<file path="config.mk">
export PLATFORM = sky130hd
export DESIGN_NAME = sync_fifo_param
export DESIGN_NICKNAME = d
export VERILOG_FILES = /design/src/rtl/fifo_pkg.sv /design/src/rtl/fifo_mem_2p.sv /design/src/rtl/sync_fifo_param.sv
export SDC_FILE = /design/constraint.sdc
export NUM_CORES = 1
export LEC_CHECK = 0
export ABC_AREA = 0
export ABC_CLOCK_PERIOD_IN_PS = 3150
export BUFFER_PORTS_ARGS = -buffer_cell sky130_fd_sc_hd__buf_2
export CORE_MARGIN = 5
export CORE_UTILIZATION = 40
export DETAILED_ROUTE_END_ITERATION = 10
export SLEW_MARGIN = 20
export SYNTH_ARGS = -nofsm -noshare
export SYNTH_HDL_FRONTEND = slang
export SYNTH_SLANG_ARGS = --single-unit
</file>
<file path="constraint.sdc">
create_clock -name clk_i -period 3.15 [get_ports clk_i]
set_input_delay 0.4725 -clock clk_i [delete_from_list [all_inputs] [get_ports clk_i]]
set_output_delay 0.4725 -clock clk_i [all_outputs]
set_load 0.05 [all_outputs]
</file>
<file path="src/rtl/fifo_pkg.sv">
// Shared FIFO constants and helpers, reused by the synchronous FIFO and later variants.
package fifo_pkg;

    localparam int unsigned FIFO_DEF_WIDTH    = 4;
    localparam int unsigned FIFO_DEF_DEPTH    = 16;
    localparam int unsigned FIFO_DEF_AE_LEVEL = 2;

    // Encoding is {write_accepted, read_accepted} so the cast below is direct.
    typedef enum logic [1:0] {
        OpNone  = 2'b00,
        OpRead  = 2'b01,
        OpWrite = 2'b10,
        OpBoth  = 2'b11
    } fifo_op_e;

    function automatic int unsigned fifo_af_default(input int unsigned depth);
        return depth - 2;
    endfunction

    function automatic fifo_op_e fifo_op(input logic wr_acc, input logic rd_acc);
        return fifo_op_e'({wr_acc, rd_acc});
    endfunction

endpackage

</file>
<file path="src/rtl/fifo_mem_2p.sv">
// Two-port storage array: synchronous write, asynchronous read, no reset, no control logic.
module fifo_mem_2p #(
    parameter int unsigned WIDTH      = 4,
    parameter int unsigned DEPTH      = 16,
    parameter int unsigned ADDR_WIDTH = $clog2(DEPTH)
) (
    input  logic                  clk_i,
    input  logic                  we_i,
    input  logic [ADDR_WIDTH-1:0] waddr_i,
    input  logic [WIDTH-1:0]      wdata_i,
    input  logic [ADDR_WIDTH-1:0] raddr_i,
    output logic [WIDTH-1:0]      rdata_o
);

    logic [WIDTH-1:0] mem_q [DEPTH];

    always_ff @(posedge clk_i) begin
        if (we_i) begin
            mem_q[waddr_i] <= wdata_i;
        end
    end

    assign rdata_o = mem_q[raddr_i];

endmodule

</file>
<file path="src/rtl/sync_fifo_param.sv">
// Parameterised synchronous FIFO with registered or first-word-fall-through read,
// registered fill count, threshold flags and overflow/underflow reporting.
module sync_fifo_param
    import fifo_pkg::*;
#(
    parameter int unsigned WIDTH    = FIFO_DEF_WIDTH,
    parameter int unsigned DEPTH    = FIFO_DEF_DEPTH,
    parameter int unsigned AF_LEVEL = fifo_af_default(DEPTH),
    parameter int unsigned AE_LEVEL = FIFO_DEF_AE_LEVEL,
    parameter int unsigned FWFT     = 0,
    localparam int unsigned ADDR_WIDTH = $clog2(DEPTH)
) (
    input  logic                  clk_i,
    input  logic                  rst_i,
    input  logic                  wr_en_i,
    input  logic [WIDTH-1:0]      wdata_i,
    input  logic                  rd_en_i,
    output logic [WIDTH-1:0]      rdata_o,
    output logic                  full_o,
    output logic                  empty_o,
    output logic                  almost_full_o,
    output logic                  almost_empty_o,
    output logic [ADDR_WIDTH:0]   count_o,
    output logic                  overflow_o,
    output logic                  underflow_o,
    output logic                  error_o
);

    localparam int unsigned        CNT_W     = ADDR_WIDTH + 1;
    localparam logic [ADDR_WIDTH:0] DEPTH_CNT = CNT_W'(DEPTH);
    localparam logic [ADDR_WIDTH:0] AF_CNT    = CNT_W'(AF_LEVEL);
    localparam logic [ADDR_WIDTH:0] AE_CNT    = CNT_W'(AE_LEVEL);

    logic [ADDR_WIDTH:0] wr_ptr_q, wr_ptr_d;
    logic [ADDR_WIDTH:0] rd_ptr_q, rd_ptr_d;
    logic [ADDR_WIDTH:0] count_q, count_d;
    logic                overflow_q, overflow_d;
    logic                underflow_q, underflow_d;
    logic                error_q, error_d;
    logic [WIDTH-1:0]    rdata_q, rdata_d;
    logic [WIDTH-1:0]    head;
    logic                full, empty;
    logic                rd_acc, wr_acc;
    fifo_op_e            op;

    fifo_mem_2p #(
        .WIDTH      (WIDTH),
        .DEPTH      (DEPTH),
        .ADDR_WIDTH (ADDR_WIDTH)
    ) u_mem (
        .clk_i   (clk_i),
        .we_i    (wr_acc),
        .waddr_i (wr_ptr_q[ADDR_WIDTH-1:0]),
        .wdata_i (wdata_i),
        .raddr_i (rd_ptr_q[ADDR_WIDTH-1:0]),
        .rdata_o (head)
    );

    // Flags come from the registered count, so they follow the causing edge by one cycle.
    assign full  = (count_q == DEPTH_CNT);
    assign empty = (count_q == '0);

    always_comb begin
        rd_acc = rd_en_i && !empty;
        // At full a simultaneous accepted read frees the slot being written.
        wr_acc = wr_en_i && (!full || rd_acc);
        op     = fifo_op(wr_acc, rd_acc);

        wr_ptr_d = wr_ptr_q;
        rd_ptr_d = rd_ptr_q;
        count_d  = count_q;
        if (wr_acc) begin
            wr_ptr_d = wr_ptr_q + 1'b1;
        end
        if (rd_acc) begin
            rd_ptr_d = rd_ptr_q + 1'b1;
        end
        unique case (op)
            OpWrite: count_d = count_q + 1'b1;
            OpRead:  count_d = count_q - 1'b1;
            default: count_d = count_q;
        endcase

        overflow_d  = wr_en_i && !wr_acc;
        underflow_d = rd_en_i && !rd_acc;
        error_d     = error_q || overflow_d || underflow_d;

        rdata_d = rdata_q;
        if ((FWFT == 0) && rd_acc) begin
            rdata_d = head;
        end
    end

    always_ff @(posedge clk_i or posedge rst_i) begin
        if (rst_i) begin
            wr_ptr_q    <= '0;
            rd_ptr_q    <= '0;
            count_q     <= '0;
            overflow_q  <= 1'b0;
            underflow_q <= 1'b0;
            error_q     <= 1'b0;
            rdata_q     <= '0;
        end else begin
            wr_ptr_q    <= wr_ptr_d;
            rd_ptr_q    <= rd_ptr_d;
            count_q     <= count_d;
            overflow_q  <= overflow_d;
            underflow_q <= underflow_d;
            error_q     <= error_d;
            rdata_q     <= rdata_d;
        end
    end

    always_comb begin
        full_o         = full;
        empty_o        = empty;
        almost_full_o  = (count_q >= AF_CNT);
        almost_empty_o = (count_q <= AE_CNT);
        count_o        = count_q;
        overflow_o     = overflow_q;
        underflow_o    = underflow_q;
        error_o        = error_q;
        // In fall-through mode the empty value is forced to zero so reset reads back as zero.
        if (FWFT != 0) begin
            rdata_o = empty ? '0 : head;
        end else begin
            rdata_o = rdata_q;
        end
    end

endmodule

</file>
==> results.toml, run 1 <==
[status]
status = "finished clean"

[placement]
place.gp.congestion = 0.8097
place_hpwl_um = 4266
port_buffers = 23
numPlacedInstances = 345

[layout]
mostFrequentLayoutCells = "edfxtp_1, buf_2, dfrtp_1, and2_1, nand2_1"
fin_nets = 265
area_growth_pct = 12.05
antenna_cells = 0
drive_above_1_share = 0.2530
finalNonFillerCells = 361
nFillCells = 763
layout_commonest_cell = "edfxtp_1"

[route]
wl_per_cell_um = 17.28
dr.pass1.iters = 4
drc = 0
ant_nets = 0
wl_um = 6239
drtIter0Drc = 82
num_vias = 1820
vias_per_cell = 5.042

[pwr]
p_leak_uw = 0.001529
power.density_nw_per_um2 = 925.6
ir_drop_uv = 671.0

[cts]
cts_sinks = 84
htreeDepth = 3
holdBufCountCts = 0
clockRootBuffer = "clkbuf_8"
cts_tree = "done"
max-clock-path-buffers = 2
clkTransAtPathRegs_ps = 80
cts_buffers = 9
cts-resized-gates = 0
postCtsSetupRepairBufs = 0
worstSkewPairLatency_ps = 350

[floorplanning]
die_w_um = 105.4
die_h_um = 105.4
die_area_um2 = 11120
ios = 24
core-area_um2 = 8806
initial_core_util = 0.4138
std_cell_rows = 34

[logic_synthesis]
syn-num-nets = 235
avgSynthCellArea_um2 = 16.71
synth_seq_area_share = 0.6648
ys_ff_latch = 84
synth_cell_types = 38
syn_inst = 218
yosysWarnings = 0
synth_area_um2 = 3643

[grt]
grt_pass1_vias = 1982
grtUsageTotal = 0.1248
grt_first_pass_wirelength_um = 10460
antenna_found_initial = 0
grt_max_degree = 21
grt_remaining_overflow = 0

[flow_run]
cap_violations = 0

[setup_path]
end_kind = "flop"
path_class = "flop to flop"
cp_slowest_cell = "nor4_4"
cpPeakStageDelay_ps = 490
cp_cell_sequence = "nor4_4 -> nand2b_2 -> inv_2 -> nor2_1 -> ha_1 -> nor2b_1 -> o21a_1 -> o311a_1 -> or3_1"
start_kind = "flop"
crit_arrival_ps = 2950
crit_fanout = 7
cp.required_ps = 3380

[sta]
tightest_slew_ps = 864.9
finClkSkew_ps = 8.155
finalSetupViolCount = 0
drv_slew = 0
min_period_ps = 2717
hold_viol_final = 0
post-route-period-util = 0.8625
rsz0062_at_grt = "no"
relSlewSlack = 0.4228
fmax_ghz = 0.3681
tns_ps = 0
whs_ps = 289.5

[hold_path]
min-delay-path-class = "input port to asynchronous set/reset pin"
## per-stage QoR
stage          setup slack (ps)  total power [uW]  instance area, um2  utilization
6_report                  433.2              3779                4083       0.4636
5_1_grt                   255.6              4020                4083       0.4636
4_1_cts                   416.6              3826                4083       0.4636
3_5_place_dp              436.1              3016                3875       0.4400
3_3_place_gp              462.3              3013                3875       0.4400
2_1_floorplan             152.8              2698                3645            -
## sequential cells by signal (all words and copies together), names as in the netlist
name	flops
error_o	1
wr_ptr_q	4
rdata_o	4
overflow_o	1
underflow_o	1
count_o	5
u_mem.mem_q	64
rd_ptr_q	4
## cells by family (layout without fill, tap and decap cells)
family / after synthesis / in the layout / share of synthesized area
xor gates and xnor gates: 9 / 9 / 0.02164
adders and majority gates: 9 / 9 / 0.03297
muxes: 28 / 28 / 0.1384
AOI/OAI and AO/OA: 23 / 23 / 0.04224
DFF: 84 / 84 / 0.6648
buffers and inverters: 16 / 51 / 0.02198
and+or+nand+nor: 49 / 49 / 0.07795
## worst paths after layout
check                                            start                       to  slack, ps  cells past startpoint
min in group clk_i                             rd_en_i    underflow_o$_DFF_PP0_        450                      2
worst min register to register       error_o$_DFF_PP0_        error_o$_DFF_PP0_        460                      1
worst max register to register  count_o[1]$_DFFE_PP0P_   count_o[4]$_DFFE_PP0P_        430                      9
max in group asynchronous                        rst_i   rdata_o[1]$_DFFE_PP0P_       2320                      2
worst max-delay path            count_o[1]$_DFFE_PP0P_   count_o[4]$_DFFE_PP0P_        430                      9
worst min-delay path                             rst_i  wr_ptr_q[1]$_DFFE_PP0P_        290                      2
## final cells by class
cell class | count | area (um2) | share of cell area
inverter | 8 | 30.03 | 0.007355
clock inverter | 5 | 76.32 | 0.01869
multi-input combinational | 118 | 1142 | 0.2798
timing repair buffer | 27 | 145.1 | 0.03555
tap | 108 | 135.1 | 0.03310
clock buffer | 11 | 131.4 | 0.03218
sequential | 84 | 2422 | 0.5933
## critical path, delay by kind of cell, from the launching register on
family | cells | cell delay (ps)
compound gates | 2 | 490
fa+ha+maj | 1 | 330
buf+inv | 1 | 80
flops | 1 | 460
simple gates | 5 | 1220
## power breakdown
part | leakage (uW) | switching [uW] | internal (uW)
sequential | 0.000819 | 250 | 1390
clock | 0.000101 | 370 | 443
combinational | 0.000610 | 736 | 584
total | 0.00153 | 1360 | 2420
## layer usage
layer,vias to the layer above,global-route usage,share of wire
met3,2,0.04095,0.034
met1,903,0.1520,0.46
met2,29,0.2095,0.50
met4,0,0.04217,0.0056
met5,-,0,0
li1,886,-,-
## synth_stat cells
library cell / count / area share
ha_1: 8 / 0.027
or4_1: 1 / 0.0021
and2_1: 18 / 0.031
edfxtp_1: 64 / 0.53
nor3b_1: 2 / 0.0041
nand4_1: 2 / 0.0034
a2111oi_0: 1 / 0.0024
nor3_1: 1 / 0.0014
o21a_1: 2 / 0.0041
o211a_1: 1 / 0.0027
o21ai_0: 10 / 0.014
o21ai_1: 2 / 0.0027
inv_2: 1 / 0.0010
mux2i_1: 5 / 0.014
nand2_1: 16 / 0.016
or3_1: 1 / 0.0017
a21oi_4: 1 / 0.0045
o311a_1: 1 / 0.0027
nor2_1: 1 / 0.0010
nor2b_1: 2 / 0.0034
mux4_1: 4 / 0.029
nor4_4: 1 / 0.0058
a21oi_1: 2 / 0.0027
nand2b_1: 1 / 0.0017
mux2_2: 7 / 0.022
dfrtp_1: 20 / 0.14
buf_6: 1 / 0.0031
fa_1: 1 / 0.0055
clkbuf_1: 1 / 0.0010
buf_2: 4 / 0.0055
xnor2_1: 9 / 0.022
buf_4: 2 / 0.0041
a21o_1: 2 / 0.0041
and3_1: 2 / 0.0034
mux4_2: 12 / 0.074
nand2b_2: 1 / 0.0024
inv_1: 7 / 0.0072
a31o_2: 1 / 0.0024
Power figures use the tool's default switching activity.
==> run 2: changes to the inputs <==
Settings changed: CORE_ASPECT_RATIO set to 2.
==> run 2 against run 1 <==
Compared with the run above: sequential power barely moved; worst hold slack improved by 14 ps; global-route usage rose by 0.37 points; critical path type unchanged; via count rose by 1.9%; first-iteration DRC count rose by 17%.
==> results.toml, run 2 (synthesis results as in run 1) <==
[layout]
layout_commonest_cell = "edfxtp_1"
antenna_cells = 0
drive_above_1_share = 0.2677
mostFrequentLayoutCells = "edfxtp_1, buf_2, dfrtp_1, and2_1, nand2_1"
top_register = "u_mem.mem_q"
final_area_um2 = 4224
fin_nets = 266
area_growth_pct = 15.93
largest_register_ffs = 64

[setup_path]
crit_family = "simple AND/OR/NAND/NOR gates"
end_kind = "flop"
path_class = "flop to flop"
cp_cell_sequence = "nor4_4 -> nand2b_2 -> inv_2 -> nor2_1 -> inv_1 -> fa_1 -> nor2b_1 -> o21a_1 -> o21ai_0 -> o311a_1 -> or3_1"
crit_arrival_ps = 2830
start_kind = "flop"
critPathBufInv = 2
cpPeakStageDelay_ps = 470
cp_slowest_cell = "dfrtp_1"
crit_fanout = 6
cp.required_ps = 3370

[sta]
tightest_slew_ps = 864.6
tns_ps = 0
rsz0062_at_grt = "no"
min_period_ps = 2611
hold_viol_final = 0
relSlewSlack = 0.4229
finalSetupViolCount = 0
fmax_ghz = 0.3829
post-route-period-util = 0.8290
drv_slew = 0
finClkSkew_ps = 6.688

[grt]
grt_first_pass_wirelength_um = 10760
grt_max_degree = 21
grt_remaining_overflow = 0
antenna_found_initial = 0
grtUsageTotal = 0.1284
grt_pass1_vias = 2047

[route]
wl_um = 6632
wl_per_cell_um = 18.63
num_vias = 1854
vias_per_cell = 5.208
drtIter0Drc = 96
dr.pass1.iters = 4
ant_nets = 0
drc = 0

[pwr]
power.density_nw_per_um2 = 991.8
p_leak_uw = 0.001605
ir_drop_uv = 642.7

[floorplanning]
std_cell_rows = 49
die_area_um2 = 11230
core-area_um2 = 8951
ios = 24
die_h_um = 145.0
die_w_um = 77.49
initial_core_util = 0.4070

[cts]
cts-resized-gates = 0
clockRootBuffer = "clkbuf_16"
cts_buffers = 9
cts_tree = "done"
postCtsSetupRepairBufs = 0
clkTransAtPathRegs_ps = 60
holdBufCountCts = 0
worstSkewPairLatency_ps = 340
max-clock-path-buffers = 2
cts_sinks = 84
htreeDepth = 3

[placement]
place_hpwl_um = 4929
place.gp.congestion = 0.7588
placedInstanceArea_um2 = 3875
port_buffers = 23

[hold_path]
min-delay-path-class = "input port to asynchronous set/reset pin"

[flow_run]
cap_violations = 0

[status]
status = "finished clean"
-- run 2: cell count changes in the layout (fill, tap and decap cells not counted) --
| cell | delta |
|---|---|
| inv_8 | +1 |
| clkinv_1 | -1 |
| bufinv_16 | +1 |
| clkinvlp_4 | -1 |
| clkbuf_8 | -9 |
| buf_4 | +1 |
| clkbuf_16 | +9 |
| clkbuf_1 | -2 |
| clkinv_4 | +2 |
-- run 2: worst paths after layout --
kind / start / depth (start not counted) / end / slack (ps)
max: count_o[2]$_DFFE_PP0P_ / 11 / count_o[4]$_DFFE_PP0P_ / 540
max in group asynchronous: rst_i / 2 / wr_ptr_q[1]$_DFFE_PP0P_ / 2310
max reg2reg: count_o[2]$_DFFE_PP0P_ / 11 / count_o[4]$_DFFE_PP0P_ / 540
min: rst_i / 2 / overflow_o$_DFF_PP0_ / 300
min reg2reg: error_o$_DFF_PP0_ / 1 / error_o$_DFF_PP0_ / 450
min in group clk_i: error_o$_DFF_PP0_ / 1 / error_o$_DFF_PP0_ / 450
-- run 2: cell type report --
type                       instances  area [um2]
fill                             773        4727
sequential                        84        2422
multi-input combinational        118        1142
clock buffer                       9       225.2
timing repair buffer              28       152.6
tap                              102       127.6
clock inverter                     7       123.9
inverter                           8       30.03
-- run 2: power breakdown --
| group | switching (uW) | internal, uW | total [uW] |
|---|---|---|---|
| Sequential | 257 | 1400 | 1650 |
| Combinational | 746 | 590 | 1340 |
| Clock | 419 | 780 | 1200 |
-- run 2: metal layers --
metal  routed length [um]  global-route usage  vias to the layer above
met5                    0                   0                        -
met4                  196             0.06971                        0
met3                  211             0.03040                       10
met2                 3961              0.2441                       34
met1                 2263              0.1204                      921
li1                     -                   -                      889
-- run 2: stage by stage --
stage / worst slack, ps / std cells / hold WS (ps) / power, uW / util
detailed placement: 454.3 / 340 / 441.8 / 3046 / 0.4329
floorplan: 152.8 / 218 / 436.3 / 2698 / -
global route: 330.3 / 356 / 365.8 / 4413 / 0.4719
global placement: 468.1 / 340 / 447.8 / 3034 / 0.4329
CTS: 517.3 / 356 / 315.4 / 4254 / 0.4719
finish: 538.7 / 356 / 303.2 / 4190 / 0.4719
